[config.mk]
export PLATFORM = sky130hd
export DESIGN_NAME = mult_seq_ctrl
export DESIGN_NICKNAME = d
export VERILOG_FILES = /design/src/rtl/mult_seq_ctrl.sv
export SDC_FILE = /design/constraint.sdc
export NUM_CORES = 1
export LEC_CHECK = 0
export BUFFER_PORTS_ARGS = -buffer_cell sky130_fd_sc_hd__buf_4
export CORE_ASPECT_RATIO = 0.6
export CORE_UTILIZATION = 48
export CTS_BUF_LIST = sky130_fd_sc_hd__clkbuf_16
export DETAILED_ROUTE_END_ITERATION = 8
export PLACE_DENSITY = 0.76
export REMOVE_ABC_BUFFERS = 1
export SLEW_MARGIN = 20
export SYNTH_ARGS = -nofsm -noshare
export SYNTH_HDL_FRONTEND = slang
export SYNTH_SLANG_ARGS = --single-unit
export TNS_END_PERCENT = 10
[constraint.sdc]
create_clock -name clk -period 2.2 [get_ports clk]
set_input_delay 0.66 -clock clk [delete_from_list [all_inputs] [get_ports clk]]
set_output_delay 0.66 -clock clk [all_outputs]
set_load 0.005 [all_outputs]
[src/rtl/mult_seq_ctrl.sv]
// mult_seq_ctrl: sequencing front-end for the 8x8 Booth
// sequential multiplier, with a 2-entry result buffer.
module mult_seq_ctrl #(
  parameter int TAG_W    = 4,
  parameter int WAIT_MAX = 15
) (
  input  logic             clk,
  input  logic             rst_n,
  input  logic             in_valid,
  output logic             in_ready,
  input  logic [7:0]       in_mc,
  input  logic [7:0]       in_mp,
  input  logic [TAG_W-1:0] in_tag,
  output logic             mult_start,
  output logic [7:0]       mult_mc,
  output logic [7:0]       mult_mp,
  input  logic             mult_busy,
  input  logic [15:0]      mult_prd,
  output logic             out_valid,
  input  logic             out_ready,
  output logic [15:0]      out_prd,
  output logic [TAG_W-1:0] out_tag,
  output logic             out_err
);

  localparam int CW = $clog2(WAIT_MAX + 1);
  localparam logic [CW-1:0] WLIM = CW'(WAIT_MAX);

  localparam logic [1:0] IDLE  = 2'd0;
  localparam logic [1:0] START = 2'd1;
  localparam logic [1:0] WAIT  = 2'd2;
  localparam logic [1:0] CAPT  = 2'd3;

  typedef struct packed {
    logic [15:0]      prd;
    logic [TAG_W-1:0] tag;
    logic             err;
  } res_t;

  logic [1:0]       state;
  logic [1:0]       state_nx;
  logic [CW-1:0]    wcnt;
  logic [7:0]       mc_q;
  logic [7:0]       mp_q;
  logic [TAG_W-1:0] tag_q;
  res_t             ent0;
  res_t             ent1;
  res_t             push_d;
  logic [1:0]       cnt;
  logic             accept;
  logic             done_ok;
  logic             tmo;
  logic             push;
  logic             pop;

  assign in_ready   = (state == IDLE) &&
                      (cnt != 2'd2);
  assign accept     = in_valid && in_ready;
  assign mult_start = (state == START);
  assign mult_mc    = mc_q;
  assign mult_mp    = mp_q;

  // first WAIT cycle (wcnt == 0) ignores a stale busy
  assign done_ok = (state == WAIT) &&
                   (wcnt != '0) && !mult_busy;
  assign tmo     = (state == WAIT) && !done_ok &&
                   (wcnt == WLIM);
  assign push    = done_ok || tmo;
  assign pop     = out_valid && out_ready;

  assign push_d = {done_ok ? mult_prd : 16'h0,
                   tag_q, tmo};

  assign out_valid = (cnt != 2'd0);
  assign out_prd   = ent0.prd;
  assign out_tag   = ent0.tag;
  assign out_err   = ent0.err;

  // next-state decode
  always_comb begin
    state_nx = state;
    unique case (1'b1)
      state == IDLE:
        if (accept) state_nx = START;
      state == START:
        state_nx = WAIT;
      state == WAIT:
        if (done_ok)  state_nx = CAPT;
        else if (tmo) state_nx = IDLE;
      state == CAPT:
        state_nx = IDLE;
      default:
        state_nx = IDLE;
    endcase
  end

  // state register
  always_ff @(posedge clk or negedge rst_n) begin
    if (!rst_n) state <= IDLE;
    else        state <= state_nx;
  end

  // wait counter: cleared in START, counts WAIT cycles
  always_ff @(posedge clk or negedge rst_n) begin
    if (!rst_n)
      wcnt <= '0;
    else if (state == START)
      wcnt <= '0;
    else if (state == WAIT && wcnt != WLIM)
      wcnt <= wcnt + CW'(1);
  end

  // operand registers, loaded on accept
  always_ff @(posedge clk or negedge rst_n) begin
    if (!rst_n) begin
      mc_q  <= '0;
      mp_q  <= '0;
      tag_q <= '0;
    end else if (accept) begin
      mc_q  <= in_mc;
      mp_q  <= in_mp;
      tag_q <= in_tag;
    end
  end

  // 2-entry result buffer, ent0 is the head
  always_ff @(posedge clk or negedge rst_n) begin
    if (!rst_n) begin
      ent0 <= '0;
      ent1 <= '0;
      cnt  <= 2'd0;
    end else begin
      unique case ({push, pop})
        2'b10: begin
          if (cnt == 2'd0) ent0 <= push_d;
          else             ent1 <= push_d;
          cnt <= cnt + 2'd1;
        end
        2'b01: begin
          ent0 <= ent1;
          cnt  <= cnt - 2'd1;
        end
        2'b11: begin
          if (cnt == 2'd1) begin
            ent0 <= push_d;
          end else begin
            ent0 <= ent1;
            ent1 <= push_d;
          end
        end
        default: ;
      endcase
    end
  end

endmodule

==> results of run 1 <==
==> worst max-delay path by stage <==
stage,to,slack (ns),cells past startpoint
final,out_tag[3],-0.04,8
after global routing,ent1[19],-0.13,11
after CTS,out_prd[13],-0.03,9
after detailed placement,out_prd[5],-0.63,8
after global placement,out_prd[0],-0.60,8
after floorplan,ent1[1],-0.63,7
==> flip-flops by register name, indices dropped and copies added, names as in the netlist <==
register	cells
ent1	21
out_prd	16
mult_mc	8
mult_mp	8
out_tag	4
tag_q	4
wcnt	4
cnt	2
state	2
out_err	1
==> critical path: stages, from the launching register on <==
cell,delay [ns]
dfrtp_1,0.40
inv_1,0.07
ha_2,0.15
nor3b_4,0.27
o22ai_4,0.14
buf_4,0.15
buf_6,0.12
a21oi_4,0.47
mux2_4,0.35
==> synth_stat cells (all sizes together) <==
cell | number | area (µm²)
buf | 6 | 51.3
ha | 9 | 113
nor2 | 4 | 22.5
nor2b | 1 | 6.26
a32o | 1 | 10.0
dfrtp | 70 | 1750
clkbuf | 4 | 15.0
nor3b | 1 | 18.8
a211oi | 2 | 27.5
nor3 | 1 | 5.00
a21o | 1 | 7.51
or3b | 1 | 11.3
nand2 | 9 | 33.8
or2b | 1 | 7.51
and2 | 1 | 6.26
and3 | 1 | 6.26
xor2 | 2 | 17.5
o22ai | 1 | 20.0
inv | 10 | 37.5
xnor2 | 1 | 8.76
a22o | 36 | 315
o211ai | 1 | 7.51
nand3 | 7 | 35.0
or2 | 1 | 8.76
a21oi | 2 | 13.8
mux2 | 45 | 582
nand2b | 3 | 18.8
o21ai | 3 | 15.0
==> layout make-up <==
type / count / area [µm²]
clock buffer: 9 / 225
timing repair buffer: 122 / 1000
inverter: 10 / 45.0
multi-input combinational: 139 / 1480
clock inverter: 7 / 96.3
fill: 377 / 1540
sequential: 70 / 1750
tap: 84 / 105
==> power groups by stage <==
| stage | combinational [mW] | sequential, mW | clock [mW] |
|---|---|---|---|
| final | 3.01 | 2.08 | 1.56 |
| after detailed placement | 2.58 | 2.08 | 0 |
| after floorplan | 1.35 | 2.06 | 0 |
| after CTS | 2.77 | 2.07 | 1.59 |
| after global routing | 3.23 | 2.14 | 1.65 |
| after global placement | 2.51 | 2.06 | 0 |
==> metal layers <==
metal / wire, µm / GRT usage [%] / up-vias
li1: - / - / 1084
met1: 3530 / 31.7 / 1183
met2: 3460 / 37.1 / 96
met3: 583 / 7.95 / 10
met4: 89 / 8.73 / 0
met5: 0 / 0 / -
==> per-stage QoR <==
step	cell area [µm²]	power (mW)
final	4710	6.65
after floorplan	3110	3.41
after global routing	4710	7.02
after CTS	4550	6.44
after global placement	4110	4.57
after detailed placement	4110	4.66
==> what timing repair did <==
item	CTS	global route
gates resized for setup	17	17
endpoints found under the setup margin	42	43
pin swaps	12	9
setup buffers	2	8
endpoints found under the hold margin	0	0
gates cloned	4	1
==> cells by family after synthesis <==
group                      Yosys count  synth area share [%]
DFF                                 70                  55.2
AOI/OAI and AO/OA                   47                  13.1
muxes                               45                  18.3
and+or+nand+nor                     31                  5.68
buffers and inverters               20                  3.27
adders and majority gates            9                  3.55
xor gates and xnor gates             3                 0.828
==> results.py, run 1 <==
metrics = {
    "run_status": {
        "outcome": "finished with violations",
        "violations": "negative setup slack",
    },
    "layout": {
        "instances_no_fill": 441,
        "num_antenna_cells": 0,
        "area_growth_pct": 48.4,
        "layout.nets": 402,
        "drive_above_1_share_pct": 57.4,
        "layout_commonest_cell": "buf_4",
        "fin_util_pct": 75.4,
        "mostFrequentLayoutCells": "buf_4 (112), dfrtp_1 (70), a22o_1 (36)",
    },
    "drt": {
        "vias": 2373,
        "drtIter0Drc": 60,
        "vias_per_cell": 5.38,
        "routed_wl_um": 7660,
        "drc_errors": 0,
        "drt_first_pass_iters": 4,
        "wire_per_inst_um": 17.4,
        "antenna_left": 0,
    },
    "floorplanning": {
        "num_rows": 22,
        "die_x_um": 107,
        "dieArea_um2": 6950,
        "core_area_um2": 6250,
        "io_pins": 81,
        "start_util_pct": 50.8,
        "die_h_um": 65.0,
    },
    "clock_network": {
        "h-tree-depth": 3,
        "cts_tree": "built",
        "cts_buffers": 9,
        "path_clk_slew_ns": 0.06,
        "clock-sinks": 70,
        "insertion_delay_ns": 0.34,
        "cts_root_buf": "clkbuf_16",
        "cts_hold_buffers": 0,
        "clk_path_buf_depth": 2,
    },
    "setup_path": {
        "crit_arrival_ns": 2.46,
        "crit_path_start": "wcnt[0]",
        "worstSetupEndpointType": "flip-flop",
        "cp-start-kind": "flip-flop",
        "cp.required_ns": 2.42,
        "r2r_slack_ns": -0.04,
        "crit_fanout": 10,
        "worstSetupPathType": "reg2reg",
        "worst-r2r-cell-count": 8,
        "rr_startpoint": "wcnt[0]",
        "r2r-end": "out_tag[3]",
    },
    "place": {
        "dp.cells": 411,
        "preCtsSetupSlack_ns": -0.626,
        "place_hpwl_um": 4550,
        "portBuffers": 80,
        "place.gp.congestion": 0.800,
    },
    "logic_synthesis": {
        "syn_area_per_cell_um2": 14.1,
        "ys_ff_latch": 70,
        "ys_warn_count": 0,
        "synth_area_um2": 3170,
        "synth-seq-area-share_pct": 55.2,
        "synthDistinctLibCells": 34,
        "synth_cells": 225,
    },
    "grt": {
        "antenna_found_initial": 0,
        "grt_max_degree": 37,
        "overflow": 0,
        "grt_pass1_wl_um": 12300,
        "grtUsageTotal_pct": 24.0,
        "grt_pass1_vias": 2478,
    },
    "timing": {
        "fin_tns_setup_ns": -0.392,
        "fin_crit_ns": 2.24,
        "post-route-period-util_pct": 102,
        "whs_ns": 0.280,
        "skew_ns": 0.00944,
        "relSlewSlack_pct": 62.3,
        "fmax_ghz": 0.446,
        "finalHoldViolCount": 0,
        "maxSlewViolCount": 0,
        "setup-violations-final": 19,
        "setup_slack_ns": -0.0430,
        "tightest_slew_ns": 0.564,
        "rsz0062_at_grt": "yes",
    },
    "power": {
        "swShare_pct": 31.5,
        "power_frac_clock_pct": 23.5,
        "p_seq_share_pct": 31.3,
        "power_density_nw_per_um2": 1410,
        "p_int_mw": 4.55,
        "power_frac_comb_pct": 45.2,
        "p_switching_mw": 2.10,
        "p_leak_nw": 2.35,
        "max-vdd-ir-drop_uv": 848,
    },
    "job": {
        "max_cap_violations": 0,
    },
    "min_path": {
        "hp-class": "in2async",
    },
}
(Power assumes the default switching activity.)
==> inputs of run 2 (changes only) <==
CORE_UTILIZATION = 57   (was 48)
PLACE_DENSITY = 0.85   (was 0.76)
clock period = 2.6 ns   (was 2.2 ns; I/O delays follow)
==> results.py, run 2 (synthesis gave the netlist of run 1 again) <==
metrics = {
    "run_status": {
        "outcome": "finished with violations",
        "violations": "design-rule violations",
    },
    "grt": {
        "grt_pass1_vias": 2224,
        "antenna_found_initial": 0,
        "grt_pass1_wl_um": 11100,
        "grtUsageTotal_pct": 25.6,
        "overflow": 0,
        "grt_max_degree": 45,
    },
    "floorplanning": {
        "start_util_pct": 61.0,
        "io_pins": 81,
        "die_h_um": 59.8,
        "die_x_um": 98.3,
        "dieArea_um2": 5880,
        "core_area_um2": 5200,
        "num_rows": 20,
    },
    "setup_path": {
        "worstSetupEndpointType": "flip-flop",
        "rr_startpoint": "cnt[0]",
        "worstSetupPathType": "in2reg",
        "cp.required_ns": 2.81,
        "crit_arrival_ns": 2.74,
        "crit_fanout": 21,
        "cp-start-kind": "input port",
        "crit_path_start": "mult_busy",
    },
    "power": {
        "max-vdd-ir-drop_uv": 707,
        "p_leak_nw": 2.17,
        "power.total_mw": 4.98,
        "power_density_nw_per_um2": 1160,
    },
    "place": {
        "place_hpwl_um": 4650,
        "preCtsSetupSlack_ns": -0.434,
        "place.gp.congestion": 0.817,
        "dp.cells": 381,
        "portBuffers": 80,
    },
    "timing": {
        "setup_slack_ns": 0.0750,
        "maxSlewViolCount": 0,
        "finalHoldViolCount": 0,
        "fin_crit_ns": 2.52,
        "fmax_ghz": 0.396,
        "skew_ns": 0.00548,
        "relSlewSlack_pct": 41.0,
        "setup-violations-final": 0,
        "rsz0062_at_grt": "no",
        "post-route-period-util_pct": 97.1,
        "tightest_slew_ns": 0.885,
    },
    "layout": {
        "fill_cells": 302,
        "layout_commonest_cell": "buf_4",
        "area_growth_pct": 35.3,
        "drive_above_1_share_pct": 51.2,
        "fin_util_pct": 82.5,
        "instances_no_fill": 398,
        "largest_register_ffs": 21,
        "layout.nets": 377,
        "num_antenna_cells": 0,
        "regMostFlops": "ent1",
        "mostFrequentLayoutCells": "buf_4 (96), dfrtp_1 (70), a22o_1 (36)",
    },
    "clock_network": {
        "path_clk_slew_ns": 0.06,
        "cts_tree": "built",
        "h-tree-depth": 3,
        "cts_hold_buffers": 0,
        "cts_buffers": 9,
        "cts_setup_buffers": 0,
        "insertion_delay_ns": 0.33,
        "clock-sinks": 70,
        "clk_path_buf_depth": 2,
        "cts_root_buf": "clkbuf_16",
    },
    "drt": {
        "drc_errors": 5,
        "drt_first_pass_iters": 6,
        "vias": 2239,
        "drtIter0Drc": 113,
        "vias_per_cell": 5.63,
        "antenna_left": 0,
        "routed_wl_um": 7160,
        "wire_per_inst_um": 18.0,
    },
    "min_path": {
        "hp-class": "in2async",
    },
    "job": {
        "max_cap_violations": 0,
    },
}
run 2: cell count changes in the layout (fill, tap and decap cells not counted), moves of 2 or more:
cell,before,now
buf_4,112,96
buf_6,5,0
a21oi_4,6,2
ha_1,5,9
mux2_2,21,25
mux2_4,24,20
ha_4,3,0
bufinv_16,2,0
inv_1,8,10
nand2_1,7,9
nand2_4,2,0
run 2: cell type report:
class	instances	area, µm²	share of cell area, %
inverter	10	37.5	0.875
sequential	70	1750	40.8
multi-input combinational	136	1350	31.3
timing repair buffer	100	801	18.7
clock inverter	7	48.8	1.14
clock buffer	9	225	5.25
tap	66	82.6	1.92
run 2: layer usage:
layer,vias up,part of all wire (%),global-route usage (%)
met5,-,0,0
met4,0,1.2,7.25
met3,10,8.2,10.3
met2,101,47,40.6
met1,1105,43,33.2
li1,1023,-,-
run 2: final timing paths:
path	to	cells after the start	slack, ns
max	out_prd[9]	10	0.08
min	wcnt[2]	1	0.36
max reg2reg	out_prd[9]	9	0.12
min reg2reg	ent1[1]	1	0.51
max in group asynchronous	mult_mp[3]	2	1.69
min in group clk	ent1[1]	1	0.51
run 2: power by group:
| group | switching (mW) | internal [mW] |
|---|---|---|
| Sequential | 0.285 | 1.50 |
| Clock | 0.456 | 0.645 |
| Combinational | 0.865 | 1.23 |
run 2: timing repair:
item,CTS,global route
resized for setup,1,0
endpoints found under the setup margin,21,21
pin swaps,0,2
gates cloned,0,1
run 2: stage by stage:
step	cell area [µm²]	hold slack (ns)	TNS, ns
floorplan	3110	0.450	-11.85
global placement	4000	0.468	-6.98
detailed placement	4000	0.494	-10.30
CTS	4280	0.365	-0.0202
global route	4290	0.382	0
finish	4290	0.359	0
run 2: critical path, cell delays in order:
cell and delay, ns:
buf_4 0.11, or3b_4 0.39, o22ai_4 0.18, buf_4 0.14
inv_1 0.05, ha_1 0.18, inv_1 0.13, a21oi_4 0.19
a22o_1 0.30, mux2_4 0.27
==> inputs of run 3 (changes only) <==
CORE_UTILIZATION = 55   (was 57)
CTS_CLUSTER_SIZE = 30   (was not set)
PLACE_DENSITY = 0.79   (was 0.85)
==> results.py, run 3 (synthesis gave the netlist of run 1 again) <==
metrics = {
    "place": {
        "place_hpwl_um": 4670,
        "portBuffers": 80,
        "place.gp.congestion": 0.788,
        "post_dp_cell_area_um2": 4000,
    },
    "setup_path": {
        "rr_startpoint": "wcnt[0]",
        "cp-start-kind": "input port",
        "r2r-end": "out_err",
        "cp.depth": 9,
        "cp.required_ns": 2.87,
        "worstPathCellList": "buf_4 > or3b_4 > o22ai_4 > ha_1 > nand2_1 > a211oi_4 > buf_4 > a22o_1 > mux2_4",
        "cp_num_buf_inv": 2,
        "r2r_slack_ns": 0.16,
        "critPathCapture": "out_prd[0]",
        "crit_path_start": "mult_busy",
        "worstSetupEndpointType": "flip-flop",
        "worst-r2r-cell-count": 10,
        "crit_fanout": 9,
        "critPathMostFrequentCell": "buf_4",
        "critPathSlowestCell": "or3b_4",
        "crit_arrival_ns": 2.72,
        "crit_family": "compound AO/OA/AOI/OAI gates",
        "cpPeakStageDelay_ns": 0.39,
        "worstSetupPathType": "in2reg",
    },
    "power": {
        "power_density_nw_per_um2": 1190,
        "power.total_mw": 5.17,
        "p_leak_nw": 2.18,
        "max-vdd-ir-drop_uv": 689,
    },
    "clock_network": {
        "insertion_delay_ns": 0.32,
        "path_clk_slew_ns": 0.06,
        "cts_setup_buffers": 0,
        "cts_resized": 0,
        "clk_path_buf_depth": 2,
        "clock-sinks": 70,
        "cts_root_buf": "clkbuf_16",
        "cts_hold_buffers": 0,
        "h-tree-depth": 3,
        "cts_buffers": 9,
        "cts_tree": "built",
    },
    "timing": {
        "tightest_slew_ns": 0.870,
        "rsz0062_at_grt": "no",
        "setup-violations-final": 0,
        "fin_crit_ns": 2.45,
        "post-route-period-util_pct": 94.4,
        "maxSlewViolCount": 0,
        "skew_ns": 0.00389,
        "finalHoldViolCount": 0,
        "fmax_ghz": 0.407,
        "relSlewSlack_pct": 42.0,
    },
    "layout": {
        "area_growth_pct": 36.3,
        "finalInstanceArea_um2": 4320,
        "mostFrequentLayoutCells": "buf_4 (96), dfrtp_1 (70), a22o_1 (36)",
        "layout_commonest_cell": "buf_4",
        "largest_register_ffs": 21,
        "regMostFlops": "ent1",
        "layout.nets": 375,
        "num_antenna_cells": 0,
        "fill_cells": 320,
        "drive_above_1_share_pct": 50.9,
    },
    "grt": {
        "antenna_found_initial": 0,
        "grtUsageTotal_pct": 25.2,
        "grt_max_degree": 71,
        "grt_pass1_wl_um": 11300,
        "overflow": 0,
        "grt_pass1_vias": 2289,
    },
    "drt": {
        "wire_per_inst_um": 17.4,
        "routed_wl_um": 7080,
        "vias_per_cell": 5.49,
        "drt_first_pass_iters": 4,
        "vias": 2234,
        "antenna_left": 0,
        "drc_errors": 0,
        "drtIter0Drc": 93,
    },
    "floorplanning": {
        "die_h_um": 60.8,
        "dieArea_um2": 6090,
        "die_x_um": 100,
        "core_area_um2": 5310,
        "start_util_pct": 59.8,
        "io_pins": 81,
        "num_rows": 20,
    },
    "run_status": {
        "outcome": "completed",
    },
    "job": {
        "max_cap_violations": 0,
    },
    "min_path": {
        "hp-class": "reg2reg",
    },
}
-- run 3: cell types whose count changed in the layout (fill, tap and decap cells not counted) --
cell | previous run | this run
buf_12 | 4 | 3
inv_6 | 1 | 3
clkinvlp_4 | 1 | 0
bufinv_16 | 0 | 2
a21oi_4 | 2 | 1
clkinv_2 | 3 | 0
-- run 3: through the flow --
stage | std cells | utilization (%) | setup TNS [ns] | setup slack [ns] | hold slack (ns)
floorplan | 215 | - | -11.85 | -0.331 | 0.450
global placement | 391 | 75.3 | -1.45 | -0.0995 | 0.467
detailed placement | 391 | 75.3 | -3.77 | -0.130 | 0.491
CTS | 407 | 81.5 | 0 | 0.149 | 0.510
global route | 407 | 81.5 | 0 | 0.0302 | 0.518
finish | 407 | 81.5 | 0 | 0.146 | 0.504
-- run 3: how the worst min path moves through the flow --
stage | from | depth (start not counted) | to
floorplan | ent1[0] | 2 | ent1[0]
global placement | ent1[0] | 2 | ent1[0]
detailed placement | ent1[20] | 1 | ent1[20]
CTS | ent1[18] | 1 | ent1[18]
global route | ent1[9] | 1 | ent1[9]
finish | cnt[1] | 2 | cnt[1]
-- run 3: layout make-up --
class / instances / area (µm²) / area share, %
flip-flops and latches: 70 / 1750 / 40.5
multi-input cells: 135 / 1330 / 30.7
clock buffers: 9 / 225 / 5.21
repair buffers: 99 / 781 / 18.1
clock inverters: 7 / 104 / 2.40
well taps: 77 / 96.3 / 2.23
inverters: 10 / 37.5 / 0.868
-- run 3: tightest hold or removal path, cell delays in order (launching register included) --
cell     delay, ns
dfrtp_1       0.36
nand2_1       0.05
o21ai_0       0.06
-- run 3: per-layer routing --
layer  GRT usage (%)  wire length, µm
met1            32.3             3190
met2            41.3             3310
met3            8.53              485
met4            8.90               95
met5               0                0
-- run 3: power breakdown --
| group | switching, mW | internal [mW] |
|---|---|---|
| sequential | 0.281 | 1.50 |
| clock | 0.481 | 0.853 |
| combinational | 0.842 | 1.21 |
